**config.mk**
```make
export PLATFORM = sky130hd
export DESIGN_NAME = array_event_arbiter_flat
export DESIGN_NICKNAME = d
export VERILOG_FILES = /design/src/rtl/array_event_arbiter_if.sv /design/src/rtl/array_event_arbiter.sv /design/src/flat_wrapper.sv
export SDC_FILE = /design/constraint.sdc
export NUM_CORES = 1
export LEC_CHECK = 0
export CAP_MARGIN = 20
export CORE_UTILIZATION = 55
export DETAILED_ROUTE_END_ITERATION = 7
export GPL_TIMING_DRIVEN = 0
export PLACE_DENSITY = 0.76
export REMOVE_ABC_BUFFERS = 1
export SLEW_MARGIN = 20
export SYNTH_ARGS = -nofsm -noshare
export SYNTH_HDL_FRONTEND = slang
export SYNTH_HIERARCHICAL = 1
export SYNTH_SLANG_ARGS = --single-unit
```
**constraint.sdc**
```tcl
create_clock -name clk -period 5.3 [get_ports clk]
set_input_delay 0.53 -clock clk [delete_from_list [all_inputs] [get_ports clk]]
set_output_delay 0.53 -clock clk [all_outputs]
set_load 0.02 [all_outputs]
```
**src/rtl/array_event_arbiter_if.sv**
```systemverilog
// Event/issue bundle between the event sources, the arbiter and the counter array.
// Pure wiring; adds no latency.
// No backpressure: events are accepted every cycle, issues are fire-and-forget.
interface array_event_arbiter_if #(
   parameter int N   = 8,
   parameter int IDW = $clog2(N)
);
   logic [N-1:0]   inc_req;
   logic [N-1:0]   dec_req;
   logic           ovf_clr;
   logic           inc;
   logic [IDW-1:0] inc_id;
   logic           dec;
   logic [IDW-1:0] dec_id;
   logic [N-1:0]   ovf;
   logic           busy;

   // event source / bench side
   modport master (
      output inc_req, dec_req, ovf_clr,
      input  inc, inc_id, dec, dec_id, ovf, busy
   );

   // arbiter side
   modport slave (
      input  inc_req, dec_req, ovf_clr,
      output inc, inc_id, dec, dec_id, ovf, busy
   );
endinterface

```
**src/rtl/array_event_arbiter.sv**
```systemverilog
// One direction (inc or dec): per-ID saturating pending counters plus a round-robin issuer.
// Request in cycle 0 -> pending in cycle 1 -> issue registered, visible in cycle 2.
// No backpressure: a request arriving on a saturated counter that is not granted is dropped.
module array_event_arbiter_path #(
   parameter int N   = 8,
   parameter int PW  = 4,
   parameter int IDW = $clog2(N)
) (
   input  logic           clk,
   input  logic           rst,
   input  logic [N-1:0]   req,
   output logic           issue,
   output logic [IDW-1:0] issue_id,
   output logic [N-1:0]   drop,
   output logic           any_pend_nxt
);

   localparam logic [PW-1:0]  PEND_MAX = '1;
   localparam logic [PW-1:0]  PEND_ONE = PW'(1);
   localparam logic [IDW-1:0] ID_ONE   = IDW'(1);
   localparam logic [IDW-1:0] ID_LAST  = IDW'(N - 1);
   localparam logic [N-1:0]   ONEHOT0  = N'(1);

   logic [PW-1:0]  pend     [N];
   logic [PW-1:0]  pend_nxt [N];
   logic [IDW-1:0] ptr;
   logic           gnt_vld;
   logic [IDW-1:0] gnt_id;
   logic [N-1:0]   grant;

   // (base + k) mod N without relying on N being a power of two
   function automatic logic [IDW-1:0] wrap_add(input logic [IDW-1:0] base, input int k);
      int s;
      s = int'(base) + k;
      if (s >= N) s = s - N;
      return IDW'(s);
   endfunction

   // Round-robin search over registered pending counts, starting at ptr
   always_comb begin
      gnt_vld = 1'b0;
      gnt_id  = '0;
      for (int k = 0; k < N; k++) begin
         if (!gnt_vld && (pend[wrap_add(ptr, k)] != '0)) begin
            gnt_vld = 1'b1;
            gnt_id  = wrap_add(ptr, k);
         end
      end
      grant = gnt_vld ? (ONEHOT0 << gnt_id) : '0;
   end

   // Pending update: +req -grant, holding at the ceiling and flagging the lost event
   always_comb begin
      any_pend_nxt = 1'b0;
      for (int i = 0; i < N; i++) begin
         pend_nxt[i] = pend[i];
         drop[i]     = 1'b0;
         if (req[i] && !grant[i]) begin
            if (pend[i] == PEND_MAX) drop[i] = 1'b1;
            else                     pend_nxt[i] = pend[i] + PEND_ONE;
         end else if (!req[i] && grant[i]) begin
            pend_nxt[i] = pend[i] - PEND_ONE;
         end
         if (pend_nxt[i] != '0) any_pend_nxt = 1'b1;
      end
   end

   // State and registered issue; the pointer only moves past a winner
   always_ff @(posedge clk) begin
      if (rst) begin
         for (int i = 0; i < N; i++) pend[i] <= '0;
         ptr      <= '0;
         issue    <= 1'b0;
         issue_id <= '0;
      end else begin
         for (int i = 0; i < N; i++) pend[i] <= pend_nxt[i];
         issue    <= gnt_vld;
         issue_id <= gnt_id;
         if (gnt_vld) ptr <= (gnt_id == ID_LAST) ? '0 : gnt_id + ID_ONE;
      end
   end

endmodule

// Feeds an N-entry up/down counter array one inc and one dec per cycle from bursty per-ID events.
// Two-cycle latency from event to issue; throughput one inc plus one dec per cycle.
// No backpressure: events beyond 2**PW-1 queued per ID/direction are dropped and flagged in ovf.
module array_event_arbiter #(
   parameter int N   = 8,
   parameter int PW  = 4,
   parameter int IDW = $clog2(N)
) (
   input  logic                 clk,
   input  logic                 rst,
   array_event_arbiter_if.slave bus
);

   logic [N-1:0] inc_drop;
   logic [N-1:0] dec_drop;
   logic         inc_any;
   logic         dec_any;

   array_event_arbiter_path #(.N(N), .PW(PW), .IDW(IDW)) u_inc (
      .clk          (clk),
      .rst          (rst),
      .req          (bus.inc_req),
      .issue        (bus.inc),
      .issue_id     (bus.inc_id),
      .drop         (inc_drop),
      .any_pend_nxt (inc_any)
   );

   array_event_arbiter_path #(.N(N), .PW(PW), .IDW(IDW)) u_dec (
      .clk          (clk),
      .rst          (rst),
      .req          (bus.dec_req),
      .issue        (bus.dec),
      .issue_id     (bus.dec_id),
      .drop         (dec_drop),
      .any_pend_nxt (dec_any)
   );

   // Sticky overflow (a new drop beats a clear) and busy from post-update pending state
   always_ff @(posedge clk) begin
      if (rst) begin
         bus.ovf  <= '0;
         bus.busy <= 1'b0;
      end else begin
         bus.ovf  <= (bus.ovf & ~{N{bus.ovf_clr}}) | inc_drop | dec_drop;
         bus.busy <= inc_any | dec_any;
      end
   end

endmodule

```
**src/flat_wrapper.sv**
```systemverilog
// flat-port wrapper written by rule: the top's interface ports become plain ports
module array_event_arbiter_flat 
#(
   parameter int N   = 8,
   parameter int PW  = 4,
   parameter int IDW = $clog2(N)
)
  (clk, rst, bus_inc_req, bus_dec_req, bus_ovf_clr, bus_inc, bus_inc_id, bus_dec, bus_dec_id, bus_ovf, bus_busy);
  array_event_arbiter_if #(.N(N), .IDW(IDW)) bus_i ();
  input  logic clk;
  input  logic rst;
  input wire logic [$bits(bus_i.inc_req)-1:0] bus_inc_req;
  input wire logic [$bits(bus_i.dec_req)-1:0] bus_dec_req;
  input wire logic [$bits(bus_i.ovf_clr)-1:0] bus_ovf_clr;
  output wire logic [$bits(bus_i.inc)-1:0] bus_inc;
  output wire logic [$bits(bus_i.inc_id)-1:0] bus_inc_id;
  output wire logic [$bits(bus_i.dec)-1:0] bus_dec;
  output wire logic [$bits(bus_i.dec_id)-1:0] bus_dec_id;
  output wire logic [$bits(bus_i.ovf)-1:0] bus_ovf;
  output wire logic [$bits(bus_i.busy)-1:0] bus_busy;
  assign bus_i.inc_req = bus_inc_req;
  assign bus_i.dec_req = bus_dec_req;
  assign bus_i.ovf_clr = bus_ovf_clr;
  assign bus_inc = bus_i.inc;
  assign bus_inc_id = bus_i.inc_id;
  assign bus_dec = bus_i.dec;
  assign bus_dec_id = bus_i.dec_id;
  assign bus_ovf = bus_i.ovf;
  assign bus_busy = bus_i.busy;
  array_event_arbiter #(.N(N), .PW(PW), .IDW(IDW)) u_core (.clk(clk), .rst(rst), .bus(bus_i));
endmodule
```
==> run_results.csv, run 1 <==
group,metric,value,unit
run_status,status,"complete, no violations",
die,start_util,56.4,%
cells_and_area,stdcell_count,1369,
global_routing,grt_usage,29.0,%
clocking,cts.clk_slew.worst_paths,70,ps
cells_and_area,fillers,1318,
global_routing,grt_first_pass_wirelength,38.8,mm
synth,synthTopCellsByCount,"124 x nor2_1, 93 x dfxtp_1, 78 x nand2_1, 60 x inv_1, 56 x a21oi_1",
critical_path,critPathMaxFanout,8,
cells_and_area,nets,1211,
cells_and_area,synthToLayoutAreaGrowth,16.8,%
route,drt-pass1-iter-count,7,
critical_path,cp-start-kind,"flop",
placed_design,port-buffer-count,35,
critical_path,critPathCaptureType,"flop",
hold_path,min_to,"u_core/bus.ovf[3]",
route,num_vias,8961,
critical_path,critPathKind,"reg -> reg",
synth,synth.distinct_cells,112,
die,chipWidth,130,um
placed_design,gp_congestion,0.914,
timing,max_freq,0.189,GHz
timing,setup_viol,0,
route,wire_per_inst,18.3,um
synth,ys_ff_latch,93,
die,die_h,130,um
critical_path,cp_num_buf_inv,2,
critical_path,required,5520,ps
timing,finClkSkew,6.63,ps
global_routing,grt_antenna_before_repair,1,
cells_and_area,drive_gt1_share,22.1,%
hold_path,hold_class,"reg -> reg",
critical_path,cp.arrival,5510,ps
synth,synth_edf_count,0,
global_routing,first_global_vias,7827,
clocking,clockBufferDepth,2,
synth,async_flop_share,0,%
critical_path,reg2reg_from,"u_core/u_dec/pend[7][1]",
synth,yosys_warnings,6,
die,io_pins,36,
placed_design,dp_hpwl,17.1,mm
synth,synth_top_flop_cell,"dfxtp_1",
global_routing,grt_overflow,0,
critical_path,r2r_end,"u_core/bus.busy",
timing,fin_crit,5290,ps
critical_path,ff2ff_setup_slack,10,ps
timing,period_share,99.8,%
critical_path,reg2reg_depth,20,
critical_path,path_cells,"or4_4 -> mux4_2 -> mux2_4 -> a2111o_1 -> or2_1 -> o311a_4 -> clkinv_8 -> ha_4 -> ha_4 -> o31a_1 -> buf_4 -> nor3_1 -> nor3_1 -> o211ai_1 -> nor4_2 -> nand4_1 -> nor4_2 -> nand4_1 -> nor2_2 -> nor2_1",
clocking,clock_latency,360,ps
route,first_iter_violations,882,
critical_path,critical_path.max_stage_delay,550,ps
timing,hold_viol,0,
timing,worstMarginPinSlew,761,ps
run,maxCapViolCount,0,
route,wirelength,25.1,mm
synth,synth_area_per_cell,8.04,sq um
die,die-area,16800,sq um
hold_path,hp-start,"u_core/bus.ovf[3]",
synth,synth.area.top_cells,"dfxtp_1 21%, ha_1 6.1%, nor2_1 5.2%",
die,core_area,15900,sq um
route,viasPerCell,6.55,
clocking,htree_levels,3,
synth,synth_top_cell_area_share,20.8,%
synth,syn_inst,1115,
global_routing,grt_max_degree,45,
placed_design,placed_cells,1309,
route,ant_nets,0,
synth,synth.cell_area,8960,sq um
timing,maxSlewHeadroom,48.8,%
timing,rsz0062_at_grt,"true",
clocking,ctsHoldBuffers,0,
critical_path,crit_family,"simple AND/OR/NAND/NOR gates",
synth,synth_top_area_cell,"dfxtp_1",
clocking,numClockSinks,93,
clocking,cts_tree,"built",
synth,synth_most_common_cell,"nor2_1",
critical_path,cp_slowest_cell,"or4_4",
timing,slew_viol_final,0,
die,row_count,46,
timing,setup_tns,0,ps
clocking,cts_buffers,9,
synth,synth_seq_area_share,20.8,%
route,drc,0,
hold_path,holdPathStages,2,
clocking,clock_tree.root_cell,"clkbuf_16",
cells_and_area,diodes,0,
cell families (layout without fill, tap and decap cells):
family	count (synthesis)	after routing	share of synthesized area, %
fa+ha+maj	44	44	6.14
compound gates	259	259	21.7
mux	78	78	11.7
simple gates	489	489	30.6
flops	93	93	20.8
xor+xnor	24	24	2.55
buf+inv	128	166	6.53
per-layer routing:
layer  part of all wire, %  global-route usage (%)  routed length, um  up-vias
met2                    45                    44.6              11400      394
met5                 0.036                       0                  9        -
met1                    46                    41.6              11400     4259
met4                   1.3                    8.00                337        2
met3                   7.7                    4.75               1930       35
li1                      -                       -                  -     4271
how the worst max path moves through the flow:
stage | start | endpoint | slack (ps) | cells after the start
2_1_floorplan | u_core/u_dec/ptr[0] | u_core/bus.busy | -80 | 21
4_1_cts | u_core/u_dec/pend[4][0] | u_core/bus.busy | 6 | 20
6_report | u_core/u_dec/pend[7][1] | u_core/bus.busy | 10 | 20
5_1_grt | u_core/u_inc/ptr[0] | u_core/bus.busy | -190 | 25
3_3_place_gp | u_core/u_dec/ptr[0] | u_core/bus.busy | -1930 | 21
3_5_place_dp | u_core/u_dec/ptr[0] | u_core/bus.busy | -1370 | 21
flip-flops by register name (all words and copies together) (netlist names), named ones only:
| name | count |
|---|---|
| u_core/bus.ovf | 8 |
| u_core/u_dec/issue_id | 3 |
| u_core/u_inc/ptr | 3 |
| u_core/u_dec/pend | 32 |
| u_core/u_inc/pend | 32 |
| u_core/bus.busy | 1 |
| u_core/u_dec/issue | 1 |
| u_core/u_inc/issue_id | 3 |
| u_core/u_dec/ptr | 3 |
| u_core/u_inc/issue | 1 |
worst reg2reg max path: cells and delay by family, from the launching register on:
kind | cells | cell delay (ps)
fa+ha+maj | 2 | 260
mux | 2 | 840
simple gates | 10 | 2300
buf+inv | 2 | 240
compound gates | 4 | 1170
flops | 1 | 370
final cells by class:
cell class | count | area (sq um) | area share [%]
sequential | 93 | 1950 | 18.6
multi-input combinational | 894 | 6920 | 66.1
clock buffer | 14 | 284 | 2.71
timing repair buffer | 80 | 702 | 6.70
tap | 216 | 270 | 2.58
inverter | 70 | 303 | 2.89
clock inverter | 2 | 38.8 | 0.371
per-stage QoR:
| step | utilization (%) | area (sq um) | hold WS, ps | setup WS [ps] |
|---|---|---|---|---|
| floorplan | - | 8650 | 528 | -79.5 |
| global placement | 58.4 | 9270 | 461 | -1930 |
| CTS | 63.4 | 10100 | 475 | 5.75 |
| detailed placement | 58.5 | 9300 | 463 | -1370 |
| finish | 65.9 | 10500 | 472 | 9.96 |
| global route | 65.9 | 10500 | 499 | -186 |
cell usage in the layout (no fill, tap or decap), types with 34 or more instances in the layout:
cell type	count
nor2_1	122
nand2_1	77
inv_1	58
a21oi_1	56
dfxtp_1	49
nand3_1	46
buf_4	44
mux2i_1	40
ha_1	39
clkdlybuf4s50_1	34
what timing repair did:
action / 4_1_cts / 5_1_grt
resized for setup: 66 / 74
setup buffers: 23 / 21
hold endpoints to repair: 0 / 0
pin swaps: 19 / 27
gates cloned: 0 / 0
setup endpoints to repair: 4 / 1
Power of run 1 is left out: the tool's default activity adds up to more than one toggle a clock period on the data nets, which glitch-free logic cannot reach.
==> run 2, diff against run 1 <==
- CORE_UTILIZATION: 55 -> 57
- PLACE_DENSITY: 0.76 -> 0.87
- RECOVER_POWER: default -> 50
==> run 2 against run 1 <==
The flow now finishes with violations (setup timing). First-iteration DRC count grew 67%. Count of clock-buffer cells in the layout decreased by 4. Global-route usage grew 0.96 points. Design area grew 2.0%. Clock skew is 6.3 ps higher. Die area shrank 3.5%. Maximum frequency shrank 3.0%. Worst hold slack improved by 0.86 ps. Sequential cell count stayed put. Via count increased by 6.9%. Routed wire length rose by 9.7%.
==> run_results.csv, run 2 (synthesized netlist as in run 1, its figures left out) <==
group,metric,value,unit
run_status,status,"complete, but fails checks",
run_status,violations,"setup timing",
timing,worstMarginPinSlew,718,ps
global_routing,grt_first_pass_wirelength,39.5,mm
critical_path,cp_num_buf_inv,2,
cells_and_area,final_util,70.0,%
route,dr.max_layer_used,"met4",
critical_path,path_cells,"inv_1 -> a221o_1 -> a21oi_1 -> nor2_1 -> nand4_1 -> nor2_1 -> o32a_4 -> ha_1 -> ha_2 -> inv_1 -> nor2_1 -> nor4b_2 -> o21ai_1 -> o211ai_1 -> a21boi_1 -> nor4_1 -> nand4_1 -> a211oi_2 -> nand4_1 -> or4_4 -> nor2_2 -> nor2_1",
cells_and_area,synthToLayoutAreaGrowth,19.1,%
clocking,clock_tree.root_cell,"clkbuf_16",
route,num_vias,9575,
critical_path,critPathCaptureType,"flop",
hold_path,hp-start,"u_core/bus.ovf[2]",
die,row_count,45,
hold_path,hold_class,"reg -> reg",
critical_path,critPathMaxFanout,14,
global_routing,grt_usage,29.9,%
cells_and_area,layout_common_cells,"123 x nor2_1, 77 x nand2_1, 64 x buf_4",
timing,setup_viol,1,
route,met2RoutedLength,12.5,mm
critical_path,reg2reg_depth,22,
cells_and_area,drive_gt1_share,23.8,%
route,drt-met1-wl,10.9,mm
critical_path,crit_family,"simple AND/OR/NAND/NOR gates",
critical_path,required,5540,ps
cells_and_area,largestRegisters,"u_core/u_dec/pend (32), u_core/u_inc/pend (32), u_core/bus.ovf (8)",
placed_design,port-buffer-count,35,
die,core_area,15300,sq um
clocking,clock_latency,360,ps
clocking,cts_tree,"built",
critical_path,critPathKind,"reg -> reg",
route,viasPerCell,6.91,
timing,max_freq,0.183,GHz
critical_path,cp-start-kind,"flop",
timing,maxSlewHeadroom,51.7,%
hold_path,holdPathStages,2,
cells_and_area,layout_commonest_cell,"nor2_1",
placed_design,dp_hpwl,16.8,mm
clocking,cts.clk_slew.worst_paths,80,ps
global_routing,grt_max_degree,53,
timing,fin_crit,5450,ps
run,maxCapViolCount,0,
cells_and_area,diodes,0,
die,chipWidth,127,um
route,ant_nets,0,
die,die-area,16200,sq um
die,start_util,58.8,%
placed_design,gp_congestion,0.956,
global_routing,grt_antenna_before_repair,0,
route,first_iter_violations,1475,
clocking,clockBufferDepth,2,
route,wirelength,27.5,mm
timing,finClkSkew,12.9,ps
critical_path,path_common_cell,"nor2_1",
timing,hold_viol,0,
cells_and_area,nets,1234,
route,wire_per_inst,19.8,um
route,wl_met3,2.84,mm
clocking,cts_buffers,9,
route,drt-pass1-iter-count,8,
critical_path,cp.arrival,5690,ps
critical_path,cp_slowest_cell,"dfxtp_2",
timing,final.setup.worst_slack,-153,ps
route,drc,0,
die,io_pins,36,
clocking,htree_levels,3,
global_routing,grt_overflow,0,
critical_path,cp_num_cells,22,
critical_path,critical_path.max_stage_delay,670,ps
die,die_h,127,um
timing,period_share,103,%
timing,rsz0062_at_grt,"true",
critical_path,critPathLaunch,"u_core/u_inc/ptr[2]",
clocking,numClockSinks,93,
timing,slew_viol_final,0,
global_routing,first_global_vias,8032,
critical_path,reg2reg_from,"u_core/u_inc/ptr[2]",
cells_and_area,fillers,1024,
-- run 2: final cells by class --
type | count | area, sq um | area share, %
Clock inverter | 5 | 58.8 | 0.551
Inverter | 70 | 310 | 2.91
Timing Repair Buffer | 102 | 885 | 8.28
Sequential cell | 93 | 1950 | 18.3
Clock buffer | 10 | 239 | 2.24
Multi-Input combinational cell | 895 | 6970 | 65.3
Tap cell | 211 | 264 | 2.47
-- run 2: stage by stage --
step	setup slack, ps	std cells	area (sq um)	setup TNS (ps)	hold WS [ps]
2_1_floorplan	-79.5	1057	8650	-79.5	528
3_3_place_gp	-1690	1303	9270	-3610	461
3_5_place_dp	-1740	1304	9290	-3810	467
4_1_cts	0.455	1332	9920	0	479
5_1_grt	-309	1386	10700	-309	501
6_report	-153	1386	10700	-153	472
-- run 2: tightest hold or removal path: stages (launching register included) --
cell and delay, ps:
dfxtp_1 310, nand2b_1 60, a21oi_1 60
-- run 2: timing repair --
| item | 4_1_cts | 5_1_grt |
|---|---|---|
| resized for setup | 57 | 98 |
| setup buffers | 12 | 54 |
| hold buffers | 0 | 0 |
| gates cloned | 1 | 0 |
| pin swaps | 14 | 32 |
| setup endpoints to repair | 11 | 1 |
-- run 2: path summary, 6_finish.rpt --
path	end	slack, ps
max	u_core/bus.busy	-150
min	u_core/bus.ovf[2]	470
max reg2reg	u_core/bus.busy	-150
min reg2reg	u_core/bus.ovf[2]	470
-- run 2: layer usage --
layer	vias up	GRT usage, %
li1	4323	-
met1	4413	40.3
met2	692	47.1
met3	147	4.86
met4	0	13.5
met5	-	0
Power of run 2 is left out for the same reason.
==> run 3, diff against run 2 <==
- ABC_AREA: default -> 0
- CORE_UTILIZATION: 57 -> 45
- PLACE_DENSITY: 0.87 -> 0.73
==> run 3 against run 2 <==
The run now ends clean. Cell count increased by 4.3%. Routed wire length shrank 3.0%. Non-clock buffer count increased by 2. Setup slack better by 200 ps. Global-route usage shrank 4.8 points. Sequential cell count is the same. Critical path depth up 1. Worst hold slack hardly changed. Sequential share of layout area is 0.26 points lower. Design area increased by 1.8%. Critical endpoint unchanged. Highest routed layer unchanged.
==> run_results.csv, run 3 (synthesized netlist as in run 1, its figures left out) <==
group,metric,value,unit
cells_and_area,layout_common_cells,"123 x nor2_1, 77 x nand2_1, 66 x buf_4",
hold_path,hp-start,"u_core/bus.ovf[4]",
timing,fin_crit,5250,ps
cells_and_area,drive_gt1_share,24.5,%
die,chipWidth,143,um
cells_and_area,largestRegisters,"u_core/u_dec/pend (32), u_core/u_inc/pend (32), u_core/bus.ovf (8)",
timing,period_share,99.1,%
critical_path,critPathMaxFanout,7,
timing,worstMarginPinSlew,728,ps
timing,max_freq,0.190,GHz
global_routing,grt_util_met2,38.3,%
cells_and_area,final_util,55.7,%
critical_path,critPathCaptureType,"flop",
critical_path,ff2ff_setup_slack,50,ps
global_routing,gr-usage-met1,34.0,%
clocking,cts_buffers,9,
cells_and_area,seq_area,1960,sq um
clocking,clock_tree.root_cell,"clkbuf_16",
global_routing,grt_usage,25.2,%
critical_path,reg2reg_from,"u_core/u_inc/pend[0][2]",
route,ant_nets,0,
die,die_h,143,um
route,wire_per_inst,18.5,um
critical_path,critPathKind,"reg -> reg",
route,drt-pass1-iter-count,5,
timing,maxSlewHeadroom,51.1,%
clocking,htree_levels,3,
critical_path,cp-start-kind,"flop",
global_routing,grt_antenna_before_repair,1,
die,die-area,20500,sq um
critical_path,required,5520,ps
die,io_pins,36,
timing,setup_tns,0,ps
route,first_iter_violations,866,
cells_and_area,nets,1237,
route,wirelength,26.7,mm
timing,setup_viol,0,
die,core_area,19500,sq um
cells_and_area,synthToLayoutAreaGrowth,21.3,%
route,drc,0,
cells_and_area,stdcell_area,10900,sq um
placed_design,port-buffer-count,35,
placed_design,placed_cell_area,9370,sq um
clocking,numClockSinks,93,
die,start_util,45.9,%
timing,holdWs,473,ps
placed_design,gp_congestion,0.928,
cells_and_area,layout_commonest_cell,"nor2_1",
route,viasPerCell,6.37,
run_status,status,"complete, no violations",
global_routing,grt_overflow,0,
clocking,cts.clk_slew.worst_paths,60,ps
global_routing,grt_max_degree,57,
global_routing,top_usage_layer,"met2",
global_routing,first_global_vias,8076,
global_routing,met3_usage,5.10,%
clocking,cts_tree,"built",
placed_design,dp_hpwl,17.5,mm
timing,hold_viol,0,
cells_and_area,multi_input_comb_area,7020,sq um
die,row_count,51,
clocking,clock_latency,350,ps
cells_and_area,fillers,1741,
global_routing,grt_first_pass_wirelength,40.9,mm
route,num_vias,9203,
timing,finClkSkew,8.54,ps
timing,slew_viol_final,0,
critical_path,critPathLaunch,"u_core/u_inc/pend[0][2]",
run,maxCapViolCount,0,
critical_path,cp.arrival,5480,ps
hold_path,hold_class,"reg -> reg",
clocking,clockBufferDepth,2,
-- run 3: what timing repair did --
item	CTS	global route
buffers inserted	31	37
hold buffers	0	0
resized for setup	76	85
pin swaps	19	32
gates cloned	1	1
endpoints found under the setup margin	4	1
-- run 3: per-stage QoR --
step	cells	setup WS (ps)
6_report	1445	45.8
5_1_grt	1445	-90.1
4_1_cts	1406	1.89
3_5_place_dp	1358	-1330
3_3_place_gp	1357	-1840
2_1_floorplan	1057	-79.5
-- run 3: critical path: stages (launching register included) --
cell	delay, ps
dfxtp_1	390
nor4_4	490
mux2i_2	190
mux4_2	570
nor3_4	250
nand4_4	170
o21ai_4	200
o21ai_4	100
inv_4	120
ha_4	160
ha_4	150
inv_2	50
nor2_2	140
nor4b_4	250
o21ai_2	110
o31ai_1	90
a21boi_1	150
nor4_1	340
nand4_1	180
a211oi_2	260
nand4_1	170
or4_4	450
nor2_1	100
nor2_1	50
-- run 3: path summary, 6_finish.rpt --
kind	depth (start not counted)	endpoint
min reg2reg	2	u_core/bus.ovf[4]
max	23	u_core/bus.busy
min	2	u_core/bus.ovf[4]
max reg2reg	23	u_core/bus.busy
-- run 3: metal layers --
layer	up-vias	wire length, um
met5	-	0
met4	0	867
met3	72	2060
met2	414	12200
met1	4385	11500
li1	4332	-
-- run 3: cell type report --
cell class / count / share of cell area, %
Antenna cell: 1 / 0.0230
Multi-Input combinational cell: 896 / 64.6
Timing Repair Buffer: 104 / 8.49
Tap cell: 265 / 3.05
Inverter: 70 / 2.81
Clock buffer: 10 / 2.20
Sequential cell: 93 / 18.0
Clock inverter: 6 / 0.794
Power of run 3 is left out for the same reason.
